<file path="src/rtl/sample_pack_writer.sv">
// Packs a framed stream of narrow samples into FIFO-width words and writes them
// to an indirect CDC FIFO, tracking free space from the consumer's Gray read pointer.
module sample_pack_writer #(
    parameter int DSIZE = 32,
    parameter int SSIZE = 8,
    parameter int ASIZE = 3
) (
    input  logic               i_wr_clk,
    input  logic               i_rst_n,
    input  logic               i_start,
    input  logic [15:0]        i_len,
    input  logic               i_sample_valid,
    input  logic [SSIZE-1:0]   i_sample,
    output logic               o_sample_ready,
    input  logic [ASIZE:0]     i_rd_ptr_gray,
    output logic               o_wr_req,
    output logic [DSIZE-1:0]   o_wr_data,
    output logic [ASIZE:0]     o_level,
    output logic               o_busy,
    output logic               o_done
);

    localparam int PACK  = DSIZE / SSIZE;
    localparam int DEPTH = 1 << ASIZE;
    localparam int LW    = (PACK > 1) ? $clog2(PACK) : 1;

    typedef enum logic [1:0] {IDLE, FILL, PUSH, DONE} state_t;

    state_t                        state_q, state_n;
    logic [15:0]                   remaining_q, remaining_n;
    logic [LW-1:0]                 lane_q, lane_n;
    logic [PACK-1:0][SSIZE-1:0]    pack_q, pack_n;
    logic [ASIZE:0]                wptr_q, wptr_n;
    logic [ASIZE:0]                sync1_q, sync2_q;
    logic [ASIZE:0]                rptr, level;
    logic                          full, wr_req;

    // Read pointer crosses in Gray code, so a two-flop stage is enough.
    always_ff @(posedge i_wr_clk or negedge i_rst_n) begin
        if (!i_rst_n) begin
            sync1_q <= '0;
            sync2_q <= '0;
        end else begin
            sync1_q <= i_rd_ptr_gray;
            sync2_q <= sync1_q;
        end
    end

    always_comb begin
        for (int i = 0; i <= ASIZE; i++)
            rptr[i] = ^(sync2_q >> i);
    end

    // rptr lags the real read pointer, so level can only overstate occupancy.
    assign level = wptr_q - rptr;
    assign full  = (level == (ASIZE+1)'(DEPTH));

    always_ff @(posedge i_wr_clk or negedge i_rst_n) begin
        if (!i_rst_n) begin
            state_q     <= IDLE;
            remaining_q <= '0;
            lane_q      <= '0;
            pack_q      <= '0;
            wptr_q      <= '0;
        end else begin
            state_q     <= state_n;
            remaining_q <= remaining_n;
            lane_q      <= lane_n;
            pack_q      <= pack_n;
            wptr_q      <= wptr_n;
        end
    end

    always_comb begin
        state_n     = state_q;
        remaining_n = remaining_q;
        lane_n      = lane_q;
        pack_n      = pack_q;
        wptr_n      = wptr_q;
        wr_req      = 1'b0;
        case (state_q)
            IDLE: begin
                if (i_start) begin
                    remaining_n = i_len;
                    lane_n      = '0;
                    pack_n      = '0;
                    state_n     = (i_len == 16'd0) ? DONE : FILL;
                end
            end
            FILL: begin
                if (i_sample_valid) begin
                    pack_n[lane_q] = i_sample;
                    lane_n         = lane_q + 1'b1;
                    remaining_n    = remaining_q - 16'd1;
                    if (lane_q == LW'(PACK-1) || remaining_q == 16'd1)
                        state_n = PUSH;
                end
            end
            PUSH: begin
                // Stall here with the word held until a credit comes back.
                if (!full) begin
                    wr_req  = 1'b1;
                    wptr_n  = wptr_q + 1'b1;
                    pack_n  = '0;
                    lane_n  = '0;
                    state_n = (remaining_q != 16'd0) ? FILL : DONE;
                end
            end
            DONE: state_n = IDLE;
            default: state_n = IDLE;
        endcase
    end

    assign o_sample_ready = (state_q == FILL);
    assign o_wr_req       = wr_req;
    assign o_wr_data      = pack_q;
    assign o_level        = level;
    assign o_busy         = (state_q != IDLE);
    assign o_done         = (state_q == DONE);

endmodule

</file>
<file path="config.mk">
export PLATFORM = sky130hd
export DESIGN_NAME = sample_pack_writer
export DESIGN_NICKNAME = d
export VERILOG_FILES = /design/src/rtl/sample_pack_writer.sv
export SDC_FILE = /design/constraint.sdc
export NUM_CORES = 1
export LEC_CHECK = 0
export ABC_AREA = 1
export CAP_MARGIN = 40
export CORE_MARGIN = 3
export CORE_UTILIZATION = 30
export CTS_CLUSTER_SIZE = 40
export DETAILED_ROUTE_END_ITERATION = 10
export HOLD_SLACK_MARGIN = 0.05
export PLACE_DENSITY = 0.61
export SLEW_MARGIN = 5
export SYNTH_ARGS = -nofsm -noshare
export SYNTH_HDL_FRONTEND = slang
export SYNTH_SLANG_ARGS = --single-unit
</file>
<file path="constraint.sdc">
create_clock -name i_wr_clk -period 6.6 [get_ports i_wr_clk]
set_input_delay 0.99 -clock i_wr_clk [delete_from_list [all_inputs] [get_ports i_wr_clk]]
set_output_delay 0.99 -clock i_wr_clk [all_outputs]
set_load 0.03 [all_outputs]
</file>
==> flow_metrics.tcl, run 1 <==
set metrics [dict create \
    fin_crit_ps 4210 \
    grt_pass1_vias 2955 \
    coreArea_um2 10900 \
    cts_setup_buffers 0 \
    synth_fp_nets 482 \
    hold_buffers 0 \
    timing.hold.ws_ps 349 \
    synth_seq_cells 64 \
    clk_pin_slew_ps 60 \
    synth.distinct_cells 28 \
    critPathLaunchType "flip-flop" \
    cts_buffers 9 \
    final_max_slew_viol_count 0 \
    ys_seq_area_share_pct 47.5 \
    drt_wl_total_um 8320 \
    crit_family "adder cells" \
    synth_edf_count 0 \
    cpMostUsedCell "xnor2_1" \
    rsz0062_at_grt "no" \
    power_density_nw_per_um2 475 \
    area_delta_synth_final_pct 32.2 \
    vias 2960 \
    htreeDepth 3 \
    avgSynthCellArea_um2 7.68 \
    clk_path_buf_depth 2 \
    relSlewSlack_pct 45.1 \
    worstMarginPinSlew_ps 823 \
    syn_inst 439 \
    synthArstFlopShare_pct 100 \
    min_from "sync1_q[2]" \
    dieArea_um2 12500 \
    status "finished clean" \
    max_freq_ghz 0.237 \
    grt_max_degree 65 \
    synth.most_common_cell "nand2_1" \
    slowest_delay_ps 600 \
    die_w_um 112 \
    portBuffers 71 \
    antenna_cells 0 \
    post-route-period-util_pct 63.8 \
    antenna_found_initial 0 \
    cp-end-kind "output pin" \
    drt_pass1_iterations 4 \
    hold_path.class "reg2reg" \
    cts_sinks 64 \
    crit_arrival_ps 3220 \
    drv_cap 0 \
    dp_hpwl_um 6080 \
    die_h_um 112 \
    crit_chain "xnor2_1 > xnor2_1 > xor2_1 > ha_1 > fa_1 > nand2_1 > nor2_1 > nand3_1 > nand2_2 > inv_1 > clkdlybuf4s50_1" \
    fin_setup_tns_ps 0 \
    totalPowerFinal_mw 2.12 \
    root_buffer "clkbuf_16" \
    synthTopCellsByArea "dfrtp_1, nand2_1, nand3_1" \
    synth_largest_area_cell "dfrtp_1" \
    r2r_start "sync2_q[3]" \
    final_hold_viol_count 0 \
    grt_remaining_overflow 0 \
    cts_tree "yes" \
    grt_pass1_wl_um 13800 \
    drive_gt1_share_pct 6.61 \
    gr-usage-all-layers_pct 13.5 \
    yosysWarnings 0 \
    setup_viol 0 \
    cts-resized-gates 0 \
    rows 38 \
    drc 0 \
    cp_max_fo 5 \
    fin_worst_skew_ps 9.54 \
    num_io_pins 72 \
    post_drt_wl_per_cell_um 12.7 \
    viasPerCell 4.53 \
    slowest_stage "clkdlybuf4s50_1" \
    cp_num_buf_inv 2 \
    place_congestion 0.837 \
    initial_core_util_pct 30.8 \
    clock_latency_ps 330 \
    leakagePower_nw 2.19 \
    cp.required_ps 5610 \
    irDropWorstVdd_mv 0.218 \
    synthTopCellsByCount "nand2_1, dfrtp_1, nand3_1" \
    drt_iter0_drc 132 \
    synth_top_cell_area_share_pct 47.5 \
    synthFlopType "dfrtp_1" \
    synth_area_um2 3370 \
    nets 552 \
    final_antenna_net_count 0 \
    critPathKind "reg2out" \
    cp-startpoint "sync2_q[3]" \
]
## routing by layer
metal | global-route usage (%) | share of wire, % | vias up
li1 | - | - | 1520
met1 | 17.2 | 46 | 1358
met2 | 22.6 | 48 | 78
met3 | 3.72 | 5.7 | 4
met4 | 4.17 | 0.76 | 0
met5 | 0 | 0 | -
## final timing paths
check	endpoint	slack, ps	depth (start not counted)
min reg2reg	sync2_q[2]	350	0
min	sync2_q[2]	350	0
max	o_wr_req	2390	11
max in group asynchronous	sync2_q[0]	5220	2
max reg2reg	o_wr_data[26]	3630	14
min in group asynchronous	remaining_q[0]	830	2
## flip-flops by register name (all words and copies together) (netlist names)
name	flops
o_wr_data	32
remaining_q	16
sync1_q	4
sync2_q	4
wptr_q	4
lane_q	2
state_q	2
## area by class of cell
| class | count | area, um2 |
|---|---|---|
| fillers | 1138 | 6480 |
| flip-flops and latches | 64 | 1600 |
| multi-input cells | 312 | 1500 |
| repair buffers | 73 | 721 |
| clock buffers | 9 | 225 |
| inverters | 49 | 184 |
| well taps | 140 | 175 |
| clock inverters | 7 | 48.8 |
## cells by family after synthesis
family	after synthesis	synth area share, %
AND/OR/NAND/NOR	243	30.0
flip-flops	64	47.5
buffers and inverters	63	7.94
AO/OA/AOI/OAI	49	7.90
adder cells (fa/ha/maj)	11	4.30
XOR/XNOR	9	2.34
## per-stage QoR
| stage | instance area [um2] | cells | utilization [%] | setup WS (ps) |
|---|---|---|---|---|
| 6_report | 4460 | 654 | 40.8 | 2390 |
| 5_1_grt | 4460 | 654 | 40.8 | 2160 |
| 4_1_cts | 4460 | 654 | 40.8 | 2330 |
| 3_5_place_dp | 4180 | 638 | 38.3 | 2690 |
| 3_3_place_gp | 4180 | 638 | 38.3 | 2820 |
| 2_1_floorplan | 3370 | 439 | - | 3240 |
## cell usage in the layout, fill, tap and decap left out, drive strengths merged
master         count
clkinvlp           1
buf                3
ha                10
a211oi             1
clkdlybuf4s50     70
nor2              48
or2                3
a21boi             2
a21oi             13
nor3               2
nand3             50
xnor2              4
o31ai              1
and2               1
nand2            139
o21ai             29
fa                 1
o211ai             3
inv               48
xor2               5
clkbuf             9
dfrtp             64
clkinv             7
## report_power, final
group / switching [mW] / total, mW / leakage (nW) / internal, mW
Combinational: 0.682 / 1.05 / 1.23 / 0.370
Clock: 0.178 / 0.431 / 0.135 / 0.254
Sequential: 0.111 / 0.634 / 0.820 / 0.523
Total: 0.971 / 2.12 / 2.19 / 1.15
No activity file was read; power rests on OpenSTA's default activity.
==> inputs of run 2 (changes only) <==
==> constraint.sdc (replaced) <==
create_clock -name i_wr_clk -period 4.1 [get_ports i_wr_clk]
set_input_delay 0.615 -clock i_wr_clk [delete_from_list [all_inputs] [get_ports i_wr_clk]]
set_output_delay 0.615 -clock i_wr_clk [all_outputs]
set_load 0.03 [all_outputs]
==> run 2 against run 1 <==
Against the previous run:
- critical path depth up 2
- setup slack worse by 2100 ps
- combinational power rose by 63%
- via count is 2.5% higher
- clock skew fell by 4.4 ps
- sequential power rose by 61%
- sequential cell count did not move
- utilization up 0.90 points
- first-iteration DRC count rose by 13%
- hold slack got worse by 120 ps
==> flow_metrics.tcl, run 2 (synthesis results as in run 1) <==
set metrics [dict create \
    status "finished clean" \
    drt_iter0_drc 149 \
    power_density_nw_per_um2 793 \
    portBuffers 71 \
    antenna_cells 0 \
    grt_max_degree 39 \
    cts_setup_buffers 0 \
    die_h_um 112 \
    grt_pass1_wl_um 14100 \
    relSlewSlack_pct 65.8 \
    reg2reg_depth 16 \
    dpl_worst_slack_ps 611 \
    postLayoutCoreUtil_pct 41.7 \
    htreeDepth 3 \
    drive_gt1_share_pct 6.98 \
    initial_core_util_pct 30.8 \
    cp-end-kind "output pin" \
    area_delta_synth_final_pct 35.1 \
    cts_buffers 9 \
    drv_cap 0 \
    final_max_slew_viol_count 0 \
    ff_latch_area_um2 1600 \
    clk_pin_slew_ps 50 \
    final_hold_viol_count 0 \
    die_w_um 112 \
    antenna_found_initial 0 \
    dp_hpwl_um 6210 \
    worstMarginPinSlew_ps 513 \
    num_io_pins 72 \
    fin_setup_tns_ps 0 \
    crit_arrival_ps 3180 \
    critPathLaunchType "flip-flop" \
    largest_reg_flops 32 \
    drc 0 \
    fin_worst_skew_ps 5.10 \
    layout_commonest_cell "nand2_1" \
    post_drt_wl_per_cell_um 12.8 \
    rsz0062_at_grt "no" \
    hold_path.class "in2async" \
    totalPowerFinal_mw 3.61 \
    dp.cells 640 \
    cts-resized-gates 0 \
    fin_crit_ps 3790 \
    final_antenna_net_count 0 \
    irDropWorstVdd_mv 0.305 \
    gr-usage-all-layers_pct 13.6 \
    post-route-period-util_pct 92.5 \
    layout.cells.most_common_list "nand2_1, clkdlybuf4s50_1, dfrtp_1" \
    place_congestion 0.831 \
    drt_pass1_iterations 4 \
    clock_latency_ps 320 \
    grt_pass1_vias 2905 \
    cts_tree "yes" \
    coreArea_um2 10900 \
    grt_remaining_overflow 0 \
    setup_ws_ps 308 \
    dieArea_um2 12500 \
    nets 554 \
    timing.hold.ws_ps 228 \
    vias 3033 \
    instances_no_fill 656 \
    viasPerCell 4.62 \
    hold_buffers 0 \
    root_buffer "clkbuf_16" \
    leakagePower_nw 2.23 \
    cp.required_ps 3480 \
    fill_cells 1144 \
    multi_input_area_um2 1500 \
    clk_path_buf_depth 2 \
    cp_max_fo 5 \
    rows 38 \
    placed_area_um2 4210 \
    critPathKind "reg2out" \
    design_area_um2 4560 \
    cts_sinks 64 \
    max_freq_ghz 0.264 \
    setup_viol 0 \
    drt_wl_total_um 8420 \
]
==> run 2: layer usage <==
metal / track usage (%) / wire (um) / vias to the layer above
met2: 22.3 / 3990 / 93
met3: 3.50 / 475 / 2
met5: 0 / 0 / -
met1: 18.5 / 3940 / 1410
li1: - / - / 1528
met4: 2.88 / 14 / 0
==> run 2: critical path: stages, from the launching register on <==
cell and delay [ps]:
dfrtp_1 390, xnor2_1 160, xnor2_1 340, xor2_1 130, ha_1 230, fa_1 380, inv_1 60, nand2_1 40
nand2_1 70, nor2_1 50, nand3_1 90, nand2_2 80, inv_1 140, clkdlybuf4s50_1 690
==> run 2: path summary, 6_finish.rpt <==
| kind | slack (ps) | startpoint | to |
|---|---|---|---|
| setup / recovery | 310 | sync2_q[3] | o_wr_req |
| hold / removal | 230 | i_rst_n | remaining_q[0] |
| setup reg to reg | 1160 | sync2_q[3] | o_wr_data[12] |
| hold reg to reg | 350 | sync1_q[3] | sync2_q[3] |
| max in group asynchronous | 3030 | i_rst_n | o_wr_data[9] |
| min in group i_wr_clk | 350 | sync1_q[3] | sync2_q[3] |
==> run 2: layout make-up <==
cell class / instances / area share [%]
Tap cell: 140 / 3.84
Clock buffer: 9 / 4.94
Clock inverter: 7 / 2.64
Timing Repair Buffer: 75 / 16.4
Multi-Input combinational cell: 312 / 33.0
Sequential cell: 64 / 35.1
Inverter: 49 / 4.04
==> run 2: power by group <==
group | total (mW) | internal [mW] | switching (mW) | leakage, nW
clock network | 0.878 | 0.594 | 0.283 | 0.166
registers | 1.02 | 0.842 | 0.182 | 0.820
logic | 1.71 | 0.604 | 1.11 | 1.25
total | 3.61 | 2.04 | 1.57 | 2.23
